===== src/rtl/ex_stage.sv =====
// Execute stage: single-cycle logic/shift/arith/move/multiply/link ops plus a
// 32-step restoring divider that holds the pipeline through stallreq.
module ex_stage (
    input  logic        clk,
    input  logic        rst,
    input  logic [7:0]  aluOp,
    input  logic [31:0] opNum1,
    input  logic [31:0] opNum2,
    input  logic [4:0]  writeAddr,
    input  logic        writeReg,
    input  logic [31:0] linkAddr,
    input  logic [31:0] hi_i,
    input  logic [31:0] lo_i,
    input  logic        mem_whilo,
    input  logic        wb_whilo,
    input  logic [31:0] mem_hi,
    input  logic [31:0] mem_lo,
    input  logic [31:0] wb_hi,
    input  logic [31:0] wb_lo,
    output logic [4:0]  wd_o,
    output logic        wreg_o,
    output logic [31:0] wdata_o,
    output logic        whilo_o,
    output logic [31:0] hi_o,
    output logic [31:0] lo_o,
    output logic        stallreq
);

    localparam logic [7:0] OP_NOP    = 8'b00000000;
    localparam logic [7:0] OP_AND    = 8'b00100100;
    localparam logic [7:0] OP_OR     = 8'b00100101;
    localparam logic [7:0] OP_XOR    = 8'b00100110;
    localparam logic [7:0] OP_NOR    = 8'b00100111;
    localparam logic [7:0] OP_LUI    = 8'b01011100;
    localparam logic [7:0] OP_SLL    = 8'b01111100;
    localparam logic [7:0] OP_SRL    = 8'b00000010;
    localparam logic [7:0] OP_SRA    = 8'b00000011;
    localparam logic [7:0] OP_MFHI   = 8'b00010000;
    localparam logic [7:0] OP_MTHI   = 8'b00010001;
    localparam logic [7:0] OP_MFLO   = 8'b00010010;
    localparam logic [7:0] OP_MTLO   = 8'b00010011;
    localparam logic [7:0] OP_SLT    = 8'b00101010;
    localparam logic [7:0] OP_SLTU   = 8'b00101011;
    localparam logic [7:0] OP_ADD    = 8'b00100000;
    localparam logic [7:0] OP_ADDU   = 8'b00100001;
    localparam logic [7:0] OP_SUB    = 8'b00100010;
    localparam logic [7:0] OP_SUBU   = 8'b00100011;
    localparam logic [7:0] OP_MULT   = 8'b00011000;
    localparam logic [7:0] OP_MULTU  = 8'b00011001;
    localparam logic [7:0] OP_DIV    = 8'b00011010;
    localparam logic [7:0] OP_DIVU   = 8'b00011011;
    localparam logic [7:0] OP_JAL    = 8'b01010000;
    localparam logic [7:0] OP_JALR   = 8'b00001001;
    localparam logic [7:0] OP_BLTZAL = 8'b01001010;
    localparam logic [7:0] OP_BGEZAL = 8'b01001011;

    typedef enum logic [1:0] {IDLE, RUN, DZERO, DONE} div_state_t;

    function automatic logic [31:0] cond_neg(input logic [31:0] v, input logic neg);
        return neg ? (~v + 32'd1) : v;
    endfunction

    function automatic logic [31:0] abs32(input logic [31:0] v, input logic sgn);
        return cond_neg(v, sgn && v[31]);
    endfunction

    // Unsigned magnitude product, negated afterwards when a signed product is negative.
    function automatic logic [63:0] mul_fix(input logic [31:0] a, input logic [31:0] b,
                                            input logic sgn);
        logic [63:0] p;
        p = {32'b0, abs32(a, sgn)} * {32'b0, abs32(b, sgn)};
        if (sgn && (a[31] ^ b[31]))
            p = ~p + 64'd1;
        return p;
    endfunction

    // One restoring step: shift left, trial-subtract divisor from the upper half.
    function automatic logic [64:0] div_step(input logic [64:0] w, input logic [31:0] d);
        logic [64:0] sh;
        logic [32:0] trial;
        sh    = {w[63:0], 1'b0};
        trial = sh[64:32] - {1'b0, d};
        if (!trial[32])
            sh = {trial, sh[31:1], 1'b1};
        return sh;
    endfunction

    logic [31:0]       hi_fwd;
    logic [31:0]       lo_fwd;
    logic signed [31:0] sra_val;
    logic [31:0]       sum;
    logic [31:0]       dif;
    logic              add_ov;
    logic              sub_ov;
    logic [63:0]       prod;
    logic              is_div;
    logic              signed_div;

    div_state_t  state;
    logic [5:0]  cnt;
    logic [64:0] work;
    logic [64:0] work_next;
    logic [31:0] divisor;
    logic [31:0] div_hi;
    logic [31:0] div_lo;
    logic        q_neg;
    logic        r_neg;

    logic [31:0] result;
    logic        wr_en;
    logic        hilo_we;
    logic [31:0] hi_val;
    logic [31:0] lo_val;

    always_comb begin
        if (mem_whilo) begin
            hi_fwd = mem_hi;
            lo_fwd = mem_lo;
        end else if (wb_whilo) begin
            hi_fwd = wb_hi;
            lo_fwd = wb_lo;
        end else begin
            hi_fwd = hi_i;
            lo_fwd = lo_i;
        end
    end

    assign sra_val    = $signed(opNum2) >>> opNum1[4:0];
    assign sum        = opNum1 + opNum2;
    assign dif        = opNum1 - opNum2;
    assign add_ov     = (opNum1[31] == opNum2[31]) && (sum[31] != opNum1[31]);
    assign sub_ov     = (opNum1[31] != opNum2[31]) && (dif[31] != opNum1[31]);
    assign prod       = mul_fix(opNum1, opNum2, aluOp == OP_MULT);
    assign is_div     = (aluOp == OP_DIV) || (aluOp == OP_DIVU);
    assign signed_div = (aluOp == OP_DIV);
    assign work_next  = div_step(work, divisor);

    always_comb begin
        result  = '0;
        wr_en   = writeReg;
        hilo_we = 1'b0;
        hi_val  = '0;
        lo_val  = '0;
        case (aluOp)
            OP_OR, OP_LUI: result = opNum1 | opNum2;
            OP_AND:        result = opNum1 & opNum2;
            OP_XOR:        result = opNum1 ^ opNum2;
            OP_NOR:        result = ~(opNum1 | opNum2);
            OP_SLL:        result = opNum2 << opNum1[4:0];
            OP_SRL:        result = opNum2 >> opNum1[4:0];
            OP_SRA:        result = sra_val;
            OP_ADD: begin
                result = sum;
                if (add_ov) wr_en = 1'b0;
            end
            OP_ADDU:       result = sum;
            OP_SUB: begin
                result = dif;
                if (sub_ov) wr_en = 1'b0;
            end
            OP_SUBU:       result = dif;
            OP_SLT:        result = {31'b0, $signed(opNum1) < $signed(opNum2)};
            OP_SLTU:       result = {31'b0, opNum1 < opNum2};
            OP_MFHI:       result = hi_fwd;
            OP_MFLO:       result = lo_fwd;
            OP_MTHI: begin
                hilo_we = 1'b1;
                hi_val  = opNum1;
                lo_val  = lo_fwd;
            end
            OP_MTLO: begin
                hilo_we = 1'b1;
                hi_val  = hi_fwd;
                lo_val  = opNum1;
            end
            OP_MULT, OP_MULTU: begin
                hilo_we = 1'b1;
                hi_val  = prod[63:32];
                lo_val  = prod[31:0];
            end
            OP_DIV, OP_DIVU: begin
                if (state == DONE) begin
                    hilo_we = 1'b1;
                    hi_val  = div_hi;
                    lo_val  = div_lo;
                end
            end
            OP_JAL, OP_JALR, OP_BLTZAL, OP_BGEZAL: result = linkAddr;
            OP_NOP:        result = '0;
            default:       result = '0;
        endcase
    end

    assign wd_o     = rst ? 5'd0  : writeAddr;
    assign wreg_o   = rst ? 1'b0  : wr_en;
    assign wdata_o  = rst ? 32'd0 : result;
    assign whilo_o  = rst ? 1'b0  : hilo_we;
    assign hi_o     = rst ? 32'd0 : hi_val;
    assign lo_o     = rst ? 32'd0 : lo_val;
    assign stallreq = !rst && is_div && (state != DONE);

    // Divider FSM; datapath registers carry no reset, only state and counter do.
    always_ff @(posedge clk) begin
        if (rst) begin
            state <= IDLE;
            cnt   <= '0;
        end else begin
            case (state)
                IDLE: begin
                    if (is_div) begin
                        if (opNum2 == 32'd0) begin
                            state <= DZERO;
                        end else begin
                            state   <= RUN;
                            cnt     <= '0;
                            work    <= {33'b0, abs32(opNum1, signed_div)};
                            divisor <= abs32(opNum2, signed_div);
                            q_neg   <= signed_div && (opNum1[31] ^ opNum2[31]);
                            r_neg   <= signed_div && opNum1[31];
                        end
                    end
                end
                RUN: begin
                    if (!is_div) begin
                        state <= IDLE;
                    end else begin
                        work <= work_next;
                        cnt  <= cnt + 6'd1;
                        if (cnt == 6'd31) begin
                            state  <= DONE;
                            div_lo <= cond_neg(work_next[31:0], q_neg);
                            div_hi <= cond_neg(work_next[63:32], r_neg);
                        end
                    end
                end
                DZERO: begin
                    if (!is_div) begin
                        state <= IDLE;
                    end else begin
                        div_hi <= '0;
                        div_lo <= '0;
                        state  <= DONE;
                    end
                end
                DONE:    state <= IDLE;
                default: state <= IDLE;
            endcase
        end
    end

endmodule


===== config.mk =====
export PLATFORM = sky130hd
export DESIGN_NAME = ex_stage
export DESIGN_NICKNAME = d
export VERILOG_FILES = /design/src/rtl/ex_stage.sv
export SDC_FILE = /design/constraint.sdc
export NUM_CORES = 2
export LEC_CHECK = 0
export BUFFER_PORTS_ARGS = -buffer_cell sky130_fd_sc_hd__buf_2
export CORE_ASPECT_RATIO = 1.1
export CORE_MARGIN = 2
export CORE_UTILIZATION = 55
export DETAILED_ROUTE_END_ITERATION = 8
export GPL_TIMING_DRIVEN = 0
export PLACE_DENSITY_LB_ADDON = 0.08
export SLEW_MARGIN = 20
export SYNTH_ARGS = -nofsm -noshare
export SYNTH_HDL_FRONTEND = slang
export SYNTH_SLANG_ARGS = --single-unit

===== constraint.sdc =====
create_clock -name clk -period 15.3 [get_ports clk]
set_input_delay 1.53 -clock clk [delete_from_list [all_inputs] [get_ports clk]]
set_output_delay 1.53 -clock clk [all_outputs]
set_load 0.02 [all_outputs]

==> results of run 1 <==
-- per-stage QoR --
stage          hold slack (ns)  utilization  cell area, um^2  instances  setup slack (ns)
2_1_floorplan           0.4792            -            58810       7417            0.2641
3_3_place_gp            0.4956       0.5910            62580       9219            -5.100
3_5_place_dp            0.5305       0.6023            63770       9281            -4.059
4_1_cts                 0.5500       0.6225            65910       9347         -0.002361
-- repair_timing --
item / 4_1_cts
buffers inserted: 47
resized for setup: 301
setup endpoints to repair: 48
pin swaps: 26
hold buffers: 0
-- kinds of logic after synthesis --
kind of cell	count (synthesis)
buffers and inverters	1516
muxes	215
DFF	170
xor gates and xnor gates	366
adders and majority gates	1300
AOI/OAI and AO/OA	1347
and+or+nand+nor	2503
-- cell usage after synthesis, types with 57 or more instances --
master    number  share of area
clkbuf_1     394          0.025
nor3_1       116         0.0099
nor2_1      1053          0.067
xnor2_1      282          0.042
ha_1         401          0.085
o21ai_0      330          0.028
nand3_1       75         0.0064
fa_1         899           0.31
o22ai_1       70         0.0074
edfxtp_1     162          0.083
mux2i_1      184          0.031
o31ai_1       57         0.0073
a21oi_1      368          0.031
xor2_1        84          0.013
nand2_1      902          0.058
inv_1       1062          0.068
-- routing by layer --
layer  overflow  track usage
met1          0       0.6832
met2          3       0.8656
met3          0       0.4262
met4          3       0.6781
met5          0       0.1662
==> results.py, run 1 <==
metrics = {
    "clocking": {
        "clockBufferDepth": 2,
        "cts-root-buf": "clkbuf_16",
        "clock_sinks": 170,
        "htree_levels": 4,
        "numCtsBuffers": 17,
    },
    "place": {
        "io_buffer_count": 405,
        "routabilityCongestion": 1.241,
        "dp_hpwl_mm": 280.9,
    },
    "floorplan": {
        "dieHeight_um": 346.9,
        "ios": 410,
        "die_w_um": 315.8,
        "initial_core_util": 0.5554,
        "rows": 125,
    },
    "synth": {
        "yosys_most_used_dff": "edfxtp_1",
        "async_flop_share": 0,
        "yosysSeqAreaShare": 0.08545,
        "syn-cell-area_um2": 58810,
        "syn_avg_cell_area_um2": 7.929,
        "yosysUniqueCellTypes": 100,
        "synthAdderAreaFrac": 0.3914,
        "synth_mux_area_frac": 0.04070,
        "synth_compound_area_frac": 0.1482,
        "ys_ff_latch": 170,
        "synth_xor_area_frac": 0.05451,
        "syn-num-nets": 9023,
        "synth_top_family_by_area": "adder cells",
        "synth-simple-area-share": 0.1822,
        "netlist_instances": 7417,
        "synth-edff-count": 162,
        "synth_warnings": 0,
    },
    "global_route": {
        "grt_max_degree": 40,
        "overflow": 6,
        "grtUsageTotal": 0.6646,
    },
    "timing": {
        "worstEndpointGrtRepair": "hi_o[22]",
        "worst_endpoint_kind": "primary output",
    },
    "outcome": {
        "outcome": "stopped before the end",
        "lastStage": "5_1_grt",
        "firstError": "[ERROR GRT-0232] Routing congestion too high. Check the congestion heatmap in the GUI.",
    },
}
==> run 2, diff against run 1 <==
CORE_ASPECT_RATIO = unset   (was 1.1)
CORE_UTILIZATION = 40   (was 55)
PLACE_DENSITY_LB_ADDON = 0.15   (was 0.08)
clock period = 19.9 ns   (was 15.3 ns; I/O delays follow)
==> run 2 against run 1 <==
Effect of this change:
- the flow now finishes, with violations (design-rule violations)
- area after synthesis stayed put
- synthesized cell count stayed put
==> results.py, run 2 <==
metrics = {
    "timing": {
        "fin_crit_ns": 19.45,
        "timing.hold.ws_ns": 0.5340,
        "timing.final.crit_share": 0.9775,
        "tns_ns": 0,
        "hold_violations": 0,
        "slew_violations": 0,
        "finClkSkew_ns": 0.01651,
        "finalSetupViolations": 0,
        "tightestPinTransition_ns": 1.422,
        "grt_setup_unrepaired": "false",
        "max_freq_ghz": 0.05141,
        "timing.slew.headroom": 0.05184,
    },
    "worst_setup_path": {
        "end_kind": "output pin",
        "max_stage_delay_ns": 0.98,
        "crit_top_cell": "fa_1",
        "criticalPathCategory": "in -> out",
        "r2r_slack_ns": 12.33,
        "start_kind": "input pin",
        "crit_end": "hi_o[18]",
        "reg2reg_depth": 22,
        "reg2reg_from": "work[31]",
        "cp.arrival_ns": 17.46,
        "required_ns": 17.91,
        "worst_r2r_endpoint": "div_hi[28]",
        "critPathMaxFanout": 10,
        "worstSetupStartpoint": "opNum1[2]",
        "critPathSlowestCell": "xnor2_1",
    },
    "synth": {
        "syn-cell-area_um2": 58810,
        "synth_top_area_cell": "fa_1",
        "synth_warnings": 0,
        "synth_most_common_cell": "inv_1",
        "async_flop_share": 0,
        "ys_ff_latch": 170,
        "syn-num-nets": 9023,
        "synth-edff-count": 162,
        "synth_top_area_frac": 0.3060,
        "netlist_instances": 7417,
        "yosysUniqueCellTypes": 100,
        "yosysSeqAreaShare": 0.08545,
        "syn_avg_cell_area_um2": 7.929,
        "ys_top_cells_by_area": "fa_1, ha_1, edfxtp_1",
        "yosys_most_used_dff": "edfxtp_1",
        "synth_top_cells_by_count": "inv_1, nor2_1, nand2_1, fa_1, ha_1",
    },
    "floorplan": {
        "initial_core_util": 0.4035,
        "die_w_um": 387.4,
        "core_area_um2": 145700,
        "dieHeight_um": 387.4,
        "ios": 410,
        "rows": 140,
        "die_area_um2": 150100,
    },
    "final_layout": {
        "area_delta_synth_final_pct": 11.22,
        "top_register": "work",
        "layout_commonest_cell": "inv_1",
        "largest_register_ffs": 64,
        "final_cell_mix": "inv_1, nor2_1, nand2_1, fa_1, buf_2",
        "layout.nets": 9523,
        "drive_above_1_share": 0.09496,
    },
    "drt": {
        "wirelength_mm": 368.7,
        "vias": 62356,
        "via_per_inst": 6.322,
        "wl_per_cell_um": 37.37,
        "drtIter0Drc": 8293,
        "drtPass1Iterations": 9,
        "drcViolationCount": 2,
        "drt.antenna.violating_nets": 0,
    },
    "place": {
        "io_buffer_count": 405,
        "routabilityCongestion": 1.119,
        "dp_hpwl_mm": 311.2,
    },
    "hold_path": {
        "hp-class": "reg -> reg",
        "hp-start": "cnt[1]",
    },
    "clocking": {
        "clockBufferDepth": 2,
        "clk-insertion-delay-late_ns": 0.51,
        "numCtsBuffers": 17,
        "clock_sinks": 170,
        "clk_pin_slew_ns": 0.09,
        "cts-root-buf": "clkbuf_16",
        "post_cts_buffers": 0,
        "hold_buffers": 0,
        "cts_tree": "done",
        "htree_levels": 4,
    },
    "outcome": {
        "violations": "design-rule violations",
        "outcome": "finished, violations left",
    },
    "global_route": {
        "grt_first_pass_wirelength_mm": 495.8,
        "grtUsageTotal": 0.4799,
        "grt_pass1_vias": 61651,
        "grt_max_degree": 46,
        "overflow": 0,
        "antenna_found_initial": 29,
    },
    "job": {
        "max-cap-violations": 0,
    },
}
## run 2: stage by stage
stage               cell area, um^2  cells  setup slack [ns]    util
floorplan                     58810   7417             3.944       -
global placement              63230   9739            -1.821  0.4339
detailed placement            64690   9816           -0.3350  0.4438
CTS                           65280   9848            0.1977  0.4479
global route                  65370   9850            0.1975  0.4485
finish                        65400   9864            0.4468  0.4488
## run 2: worst min-delay path by stage
stage	slack (ns)	depth (start not counted)	to
6_report	0.53	2	cnt[1]
5_1_grt	0.57	2	cnt[5]
4_1_cts	0.54	2	cnt[1]
3_5_place_dp	0.52	2	cnt[5]
3_3_place_gp	0.50	2	cnt[1]
2_1_floorplan	0.48	2	cnt[1]
## run 2: cell families (layout without fill, tap and decap cells)
family,after synthesis,after routing,share of synthesized area
AOI/OAI and AO/OA,1347,1347,0.1482
other,0,17,0
and+or+nand+nor,2503,2503,0.1822
xor gates and xnor gates,366,366,0.05451
buffers and inverters,1516,2029,0.09762
muxes,215,215,0.04070
DFF,170,170,0.08545
adders and majority gates,1300,1300,0.3914
## run 2: critical path: cells and delay by family
family          cells  cell delay [ns]
buf+inv             9             1.81
fa+ha+maj           9             4.82
compound gates      8             2.24
xor+xnor            2             1.50
simple gates       12             5.01
## run 2: cell type report
| cell class | count | area, um^2 |
|---|---|---|
| antenna | 17 | 42.54 |
| buffer | 443 | 1762 |
| clock buffer | 17 | 425.4 |
| clock inverter | 15 | 157.7 |
| fill | 15250 | 80340 |
| inverter | 1072 | 4024 |
| multi-input combinational | 5731 | 48690 |
| sequential | 170 | 5025 |
| tap | 1917 | 2399 |
| timing repair buffer | 482 | 2877 |
## run 2: what timing repair did
action                     in CTS  in global routing
setup endpoints to repair      15                 26
gates cloned                    0                  0
resized for setup               3                 11
## run 2: layer usage
| metal | vias up | track usage | share of wire |
|---|---|---|---|
| li1 | 25361 | - | - |
| met1 | 31164 | 0.5475 | 0.35 |
| met5 | - | 0.007337 | 0.0011 |
| met2 | 4493 | 0.7121 | 0.42 |
| met4 | 24 | 0.4382 | 0.11 |
| met3 | 1314 | 0.1583 | 0.12 |
Power of run 2 is not shown: default switching activity piles up to over one toggle a cycle in this logic, so the estimate is an artifact.
